===== src/rtl/c3aibadapt_cmn_cp_dist_pair_pl_pkg.sv =====
// Shared CP distribution definitions: depth clamping and settle-counter reload rules.
package c3aibadapt_cmn_cp_pkg;

  typedef enum logic [1:0] {
    CNT_HOLD,
    CNT_CFG,
    CNT_CHG,
    CNT_DEC
  } cnt_op_e;

  localparam int unsigned CNT_SETTLED = 0;

  function automatic int unsigned clamp_depth(input int unsigned depth,
                                              input int unsigned max_depth);
    return (depth > max_depth) ? max_depth : depth;
  endfunction

  // The edge that accepts a change already loads stage 1, so one fewer edge remains.
  function automatic int unsigned chg_reload(input int unsigned depth);
    return (depth == 0) ? CNT_SETTLED : depth - 1;
  endfunction

endpackage


===== src/rtl/c3aibadapt_cmn_cp_dist_pair_pl_if.sv =====
// CP distribution bundle: data enable, sources, CRAM controls and per-direction outputs.
interface c3aibadapt_cmn_cp_dist_pair_pl_if #(
  parameter int unsigned WIDTH     = 1,
  parameter int unsigned MAX_DEPTH = 4,
  parameter int unsigned DEPTH_W   = $clog2(MAX_DEPTH + 1)
);
  logic               data_enable;
  logic [WIDTH-1:0]   master_in;
  logic [WIDTH-1:0]   us_in;
  logic [WIDTH-1:0]   ds_in;
  logic               r_us_master;
  logic               r_ds_master;
  logic [DEPTH_W-1:0] r_us_depth;
  logic [DEPTH_W-1:0] r_ds_depth;
  logic [WIDTH-1:0]   us_out;
  logic [WIDTH-1:0]   ds_out;
  logic [WIDTH-1:0]   us_tap;
  logic [WIDTH-1:0]   ds_tap;
  logic               us_settled;
  logic               ds_settled;

  modport master (
    output data_enable, master_in, us_in, ds_in,
    output r_us_master, r_ds_master, r_us_depth, r_ds_depth,
    input  us_out, ds_out, us_tap, ds_tap, us_settled, ds_settled
  );

  modport slave (
    input  data_enable, master_in, us_in, ds_in,
    input  r_us_master, r_ds_master, r_us_depth, r_ds_depth,
    output us_out, ds_out, us_tap, ds_tap, us_settled, ds_settled
  );
endinterface


===== src/rtl/c3aibadapt_cmn_cp_dist_pair_pl_dist.sv =====
// One CP distribution direction: source select, enable-qualified pipeline, settle counter.
module c3aibadapt_cmn_cp_dist_pl #(
  parameter int unsigned    WIDTH     = 1,
  parameter int unsigned    MAX_DEPTH = 4,
  parameter logic [WIDTH-1:0] RESET_VAL = '0,
  parameter int unsigned    DEPTH_W   = $clog2(MAX_DEPTH + 1)
) (
  input  logic               clk,
  input  logic               srst,
  input  logic               i_data_enable,
  input  logic [WIDTH-1:0]   i_master,
  input  logic [WIDTH-1:0]   i_nbr,
  input  logic               i_master_sel,
  input  logic [DEPTH_W-1:0] i_depth,
  output logic [WIDTH-1:0]   o_out,
  output logic [WIDTH-1:0]   o_tap,
  output logic               o_settled
);
  import c3aibadapt_cmn_cp_pkg::*;

  logic [WIDTH-1:0]   w_src;
  logic [DEPTH_W-1:0] w_depth;
  logic [DEPTH_W:0]   w_cfg;
  logic [DEPTH_W:0]   r_cfg_q;
  logic [WIDTH-1:0]   r_stage [1:MAX_DEPTH];
  logic [WIDTH-1:0]   r_last_src;
  logic [DEPTH_W-1:0] r_cnt;
  logic [DEPTH_W-1:0] w_cnt_nxt;
  logic [WIDTH-1:0]   w_tap;
  logic               w_cfg_chg;
  logic               w_src_chg;
  cnt_op_e            w_cnt_op;

  assign w_src     = i_master_sel ? i_master : i_nbr;
  assign w_depth   = DEPTH_W'(clamp_depth(32'(i_depth), MAX_DEPTH));
  assign w_cfg     = {i_master_sel, w_depth};
  assign w_cfg_chg = (w_cfg != r_cfg_q);
  assign w_src_chg = i_data_enable && (w_src != r_last_src);

  always_comb begin
    w_tap = w_src;
    for (int unsigned k = 1; k <= MAX_DEPTH; k++) begin
      if (32'(w_depth) == k) w_tap = r_stage[k];
    end
  end

  always_comb begin
    w_cnt_op = CNT_HOLD;
    if (w_cfg_chg)                            w_cnt_op = CNT_CFG;
    else if (w_src_chg)                       w_cnt_op = CNT_CHG;
    else if (i_data_enable && r_cnt != '0)    w_cnt_op = CNT_DEC;
  end

  always_comb begin
    w_cnt_nxt = r_cnt;
    case (w_cnt_op)
      CNT_CFG:  w_cnt_nxt = w_depth;
      CNT_CHG:  w_cnt_nxt = DEPTH_W'(chg_reload(32'(w_depth)));
      CNT_DEC:  w_cnt_nxt = r_cnt - 1'b1;
      default:  w_cnt_nxt = r_cnt;
    endcase
  end

  // cfg_q tracks the live CSRs even in reset so deassertion never looks like a config change.
  always_ff @(posedge clk) begin
    if (srst) begin
      for (int unsigned k = 1; k <= MAX_DEPTH; k++) r_stage[k] <= RESET_VAL;
      r_last_src <= RESET_VAL;
      r_cnt      <= '0;
      r_cfg_q    <= w_cfg;
    end else begin
      r_cfg_q <= w_cfg;
      r_cnt   <= w_cnt_nxt;
      if (i_data_enable) begin
        r_stage[1] <= w_src;
        for (int unsigned k = 2; k <= MAX_DEPTH; k++) r_stage[k] <= r_stage[k-1];
        r_last_src <= w_src;
      end
    end
  end

  assign o_out     = w_tap;
  assign o_tap     = w_tap;
  assign o_settled = (r_cnt == '0);

endmodule


===== src/rtl/c3aibadapt_cmn_cp_dist_pair_pl.sv =====
// Bidirectional CP distribution node: two independent single-direction pipelines.
module c3aibadapt_cmn_cp_dist_pair_pl #(
  parameter int unsigned      WIDTH     = 1,
  parameter int unsigned      MAX_DEPTH = 4,
  parameter logic [WIDTH-1:0] RESET_VAL = '0,
  parameter int unsigned      DEPTH_W   = $clog2(MAX_DEPTH + 1)
) (
  input  logic                             clk,
  input  logic                             srst,
  c3aibadapt_cmn_cp_dist_pair_pl_if.slave  cp
);
  import c3aibadapt_cmn_cp_pkg::*;

  c3aibadapt_cmn_cp_dist_pl #(
    .WIDTH     (WIDTH),
    .MAX_DEPTH (MAX_DEPTH),
    .RESET_VAL (RESET_VAL),
    .DEPTH_W   (DEPTH_W)
  ) adapt_cmn_cp_dist_pl_dwn (
    .clk           (clk),
    .srst          (srst),
    .i_data_enable (cp.data_enable),
    .i_master      (cp.master_in),
    .i_nbr         (cp.us_in),
    .i_master_sel  (cp.r_ds_master),
    .i_depth       (cp.r_ds_depth),
    .o_out         (cp.ds_out),
    .o_tap         (cp.ds_tap),
    .o_settled     (cp.ds_settled)
  );

  c3aibadapt_cmn_cp_dist_pl #(
    .WIDTH     (WIDTH),
    .MAX_DEPTH (MAX_DEPTH),
    .RESET_VAL (RESET_VAL),
    .DEPTH_W   (DEPTH_W)
  ) adapt_cmn_cp_dist_pl_up (
    .clk           (clk),
    .srst          (srst),
    .i_data_enable (cp.data_enable),
    .i_master      (cp.master_in),
    .i_nbr         (cp.ds_in),
    .i_master_sel  (cp.r_us_master),
    .i_depth       (cp.r_us_depth),
    .o_out         (cp.us_out),
    .o_tap         (cp.us_tap),
    .o_settled     (cp.us_settled)
  );

endmodule

===== src/flat_wrapper.sv =====
// flat-port wrapper written by rule: the top's interface ports become plain ports
module c3aibadapt_cmn_cp_dist_pair_pl_flat import c3aibadapt_cmn_cp_pkg::*;
#(
  parameter int unsigned      WIDTH     = 1,
  parameter int unsigned      MAX_DEPTH = 4,
  parameter logic [WIDTH-1:0] RESET_VAL = '0,
  parameter int unsigned      DEPTH_W   = $clog2(MAX_DEPTH + 1)
)
  (clk, srst, cp_data_enable, cp_master_in, cp_us_in, cp_ds_in, cp_r_us_master, cp_r_ds_master, cp_r_us_depth, cp_r_ds_depth, cp_us_out, cp_ds_out, cp_us_tap, cp_ds_tap, cp_us_settled, cp_ds_settled);
  c3aibadapt_cmn_cp_dist_pair_pl_if #(.WIDTH(WIDTH), .MAX_DEPTH(MAX_DEPTH), .DEPTH_W(DEPTH_W)) cp_i ();
  input  logic clk;
  input  logic srst;
  input wire logic [$bits(cp_i.data_enable)-1:0] cp_data_enable;
  input wire logic [$bits(cp_i.master_in)-1:0] cp_master_in;
  input wire logic [$bits(cp_i.us_in)-1:0] cp_us_in;
  input wire logic [$bits(cp_i.ds_in)-1:0] cp_ds_in;
  input wire logic [$bits(cp_i.r_us_master)-1:0] cp_r_us_master;
  input wire logic [$bits(cp_i.r_ds_master)-1:0] cp_r_ds_master;
  input wire logic [$bits(cp_i.r_us_depth)-1:0] cp_r_us_depth;
  input wire logic [$bits(cp_i.r_ds_depth)-1:0] cp_r_ds_depth;
  output wire logic [$bits(cp_i.us_out)-1:0] cp_us_out;
  output wire logic [$bits(cp_i.ds_out)-1:0] cp_ds_out;
  output wire logic [$bits(cp_i.us_tap)-1:0] cp_us_tap;
  output wire logic [$bits(cp_i.ds_tap)-1:0] cp_ds_tap;
  output wire logic [$bits(cp_i.us_settled)-1:0] cp_us_settled;
  output wire logic [$bits(cp_i.ds_settled)-1:0] cp_ds_settled;
  assign cp_i.data_enable = cp_data_enable;
  assign cp_i.master_in = cp_master_in;
  assign cp_i.us_in = cp_us_in;
  assign cp_i.ds_in = cp_ds_in;
  assign cp_i.r_us_master = cp_r_us_master;
  assign cp_i.r_ds_master = cp_r_ds_master;
  assign cp_i.r_us_depth = cp_r_us_depth;
  assign cp_i.r_ds_depth = cp_r_ds_depth;
  assign cp_us_out = cp_i.us_out;
  assign cp_ds_out = cp_i.ds_out;
  assign cp_us_tap = cp_i.us_tap;
  assign cp_ds_tap = cp_i.ds_tap;
  assign cp_us_settled = cp_i.us_settled;
  assign cp_ds_settled = cp_i.ds_settled;
  c3aibadapt_cmn_cp_dist_pair_pl #(.WIDTH(WIDTH), .MAX_DEPTH(MAX_DEPTH), .RESET_VAL(RESET_VAL), .DEPTH_W(DEPTH_W)) u_core (.clk(clk), .srst(srst), .cp(cp_i));
endmodule

===== config.mk =====
export PLATFORM = sky130hd
export DESIGN_NAME = c3aibadapt_cmn_cp_dist_pair_pl_flat
export DESIGN_NICKNAME = d
export VERILOG_FILES = /design/src/rtl/c3aibadapt_cmn_cp_dist_pair_pl_pkg.sv /design/src/rtl/c3aibadapt_cmn_cp_dist_pair_pl_if.sv /design/src/rtl/c3aibadapt_cmn_cp_dist_pair_pl_dist.sv /design/src/rtl/c3aibadapt_cmn_cp_dist_pair_pl.sv /design/src/flat_wrapper.sv
export SDC_FILE = /design/constraint.sdc
export NUM_CORES = 1
export LEC_CHECK = 0
export CORE_MARGIN = 3
export CORE_UTILIZATION = 48
export CTS_CLUSTER_SIZE = 14
export DETAILED_ROUTE_END_ITERATION = 8
export PLACE_DENSITY = 0.74
export SYNTH_ARGS = -nofsm -noshare
export SYNTH_HDL_FRONTEND = slang
export SYNTH_SLANG_ARGS = --single-unit

===== constraint.sdc =====
create_clock -name clk -period 2.4 [get_ports clk]
set_input_delay 0.6 -clock clk [delete_from_list [all_inputs] [get_ports clk]]
set_output_delay 0.6 -clock clk [all_outputs]
set_load 0.01 [all_outputs]

==> out/qor.yml <==
timing:
  min_period_ns: 2.41
  layout_setup_ws_ns: -0.0143
  layout_worst_path_cycle_share_pct: 101
  finalMaxSlewViolations: 0
  relSlewSlack_pct: 75.0
  rsz0062_at_grt: "true"
  skew_ns: 0.00121
  tightest_slew_ns: 0.366
  fmax_ghz: 0.414
  setup_viol: 4
  finalHoldViolCount: 0
routing:
  finalWirelength_um: 2970
  first_pass_iters: 4
  postRouteAntennaNets: 0
  drc: 0
  vias: 1195
  drt_iter0_drc: 70
  post_drt_wl_per_cell_um: 13.5
  avgViaCountPerCell: 5.43
logic_synthesis:
  syn-num-nets: 172
  synth_area_leaders: "dfxtp_1 (22%), edfxtp_1 (17%), inv_1 (3.6%)"
  syn_area_per_cell_um2: 9.35
  synth_area_leader_cell: "dfxtp_1"
  synth_cell_types: 50
  synth_top_area_share_pct: 22.2
  syn_area_um2: 1440
  ys.flop_type: "dfxtp_1"
  yosys_warnings: 0
  synthCells: 154
  ys_seq_area_share_pct: 38.9
  ys_async_sr_fraction_pct: 0
  synth-edff-count: 8
  ys_ff_latch: 24
pwr:
  power.density_nw_per_um2: 488
  max-vdd-ir-drop_v: 0.000257
  power.leakage_nw: 0.800
layout:
  design_area_um2: 1850
  utilization_pct: 65.8
  drive_above_1_share_pct: 26.5
  stdcell_count: 220
  syn2layout_area_growth_pct: 28.2
  final_common_cell: "buf_4"
  n_antenna_cell: 0
  layout_common_cells: "buf_4 (24), dfxtp_1 (16), inv_1 (12), nand2_1 (11), nor2_1 (10)"
  final_nets: 209
grt:
  antenna_found_initial: 0
  track_usage_pct: 17.9
  grt_pass1_vias: 1195
  overflow: 0
  grt_max_degree: 13
  grt_pass1_wl_um: 5020
die:
  initial_core_util_pct: 51.3
  ioPinCount: 20
  rows: 19
  core_um2: 2810
  die_area_um2: 3690
  die_y_um: 60.8
  fp.dieW_um: 60.8
job:
  cap_viol_max_count: 0
clock_tree:
  cts_buffer_depth: 2
  cts_buffers: 3
  clk_latency_ns: 0.30
  clock_sinks: 24
  path_clk_slew_ns: 0.13
  cts_htree_levels: 1
  cts_tree: "done"
  clockRootBuffer: "clkbuf_4"
  cts_hold_buf: 0
min_path:
  hold_path.class: "reg -> reg"
outcome:
  violations: "negative setup slack"
  status: "finished, violations left"
worst_setup_path:
  start_kind: "input port"
  rrSetupSlack_ns: 0.72
  max_stage_delay_ns: 0.44
  cp_top_family: "multiplexers"
  slowest_stage: "mux4_2"
  crit_required_ns: 1.80
  cp-end-kind: "output port"
  crit_arrival_ns: 1.81
  path_buf_inv: 3
  cp_max_fo: 2
  cp_cell_sequence: "buf_8 -> mux2i_2 -> inv_1 -> mux4_2 -> mux2_4 -> buf_6"
  worst-setup-path-type: "in -> out"
place:
  dpl.hpwl_um: 2310
  dp.cells: 210
  dpl-instance-area_um2: 1750
  port_buffers: 19
  pre_cts_ws_ns: -0.838
  gp_congestion: 0.845
## path summary, 6_finish.rpt
check             cells after the start                                 startpoint                                        end
hold reg to reg                       1  u_core.adapt_cmn_cp_dist_pl_up.r_last_src  u_core.adapt_cmn_cp_dist_pl_up.r_last_src
setup reg to reg                      7   u_core.adapt_cmn_cp_dist_pl_dwn.r_cnt[0]   u_core.adapt_cmn_cp_dist_pl_dwn.r_cnt[1]
setup / recovery                      6                             cp_r_us_master                                  cp_us_tap
hold / removal                        1  u_core.adapt_cmn_cp_dist_pl_up.r_last_src  u_core.adapt_cmn_cp_dist_pl_up.r_last_src
## kinds of logic after synthesis
logic type | after synthesis | synth area share, %
mux | 8 | 8.34
simple gates | 54 | 20.2
buf+inv | 25 | 7.38
xor+xnor | 5 | 3.04
fa+ha+maj | 4 | 3.48
compound gates | 34 | 18.6
flops | 24 | 38.9
## cell usage after synthesis (2+ instances only)
cell type  instances
a21o_1             4
a21oi_1            5
and2_1             8
and3_1             2
buf_2              4
buf_4              2
clkbuf_1           4
dfxtp_1           16
edfxtp_1           8
ha_1               4
inv_1             14
mux2_2             2
mux2i_2            2
mux4_2             2
nand2_1           11
nand2b_1           5
nand3_1            5
nand3b_1           3
nor2_1            10
nor2b_1            4
o2111ai_1          2
o211ai_1           2
o21ai_0            2
o21ai_1            2
o31ai_1            3
xnor2_1            3
xor2_1             2
## area by class of cell
class                      instances  area (µm²)
fill                             224         958
tap                               31        38.8
inverter                          14        52.6
multi-input combinational        105         801
sequential                        24         561
timing repair buffer              43         372
clock buffer                       3        22.5
## layer usage
metal	track usage, %	vias to the layer above	part of all wire (%)
met5	0	-	0
met4	4.64	0	0.67
met3	2.77	2	3.7
met2	31.3	26	48
met1	22.8	554	48
li1	-	613	-
## where the power goes
group	switching (mW)	internal [mW]
registers	0.0168	0.447
clock network	0.113	0.0585
logic	0.122	0.145
total	0.252	0.650
## repair_timing
item | CTS | global route
resized for setup | 54 | 3
setup buffers | 6 | 1
endpoints found under the setup margin | 4 | 5
pin swaps | 0 | 1
## through the flow
| stage | hold slack [ns] | setup TNS, ns | power, mW |
|---|---|---|---|
| floorplan | 0.440 | 0 | 0.621 |
| global placement | 0.449 | -3.57 | 0.711 |
| detailed placement | 0.460 | -3.77 | 0.717 |
| CTS | 0.387 | -0.0487 | 0.905 |
| global route | 0.473 | -0.134 | 0.957 |
| finish | 0.488 | -0.0438 | 0.902 |
## flip-flops by register name, indices dropped and copies added (netlist names)
register	count
u_core.adapt_cmn_cp_dist_pl_up.r_stage	4
u_core.adapt_cmn_cp_dist_pl_up.r_last_src	1
u_core.adapt_cmn_cp_dist_pl_dwn.r_cfg_q	4
u_core.adapt_cmn_cp_dist_pl_up.r_cfg_q	4
u_core.adapt_cmn_cp_dist_pl_dwn.r_last_src	1
u_core.adapt_cmn_cp_dist_pl_up.r_cnt	3
u_core.adapt_cmn_cp_dist_pl_dwn.r_cnt	3
u_core.adapt_cmn_cp_dist_pl_dwn.r_stage	4
Power figures use the tool's default switching activity.
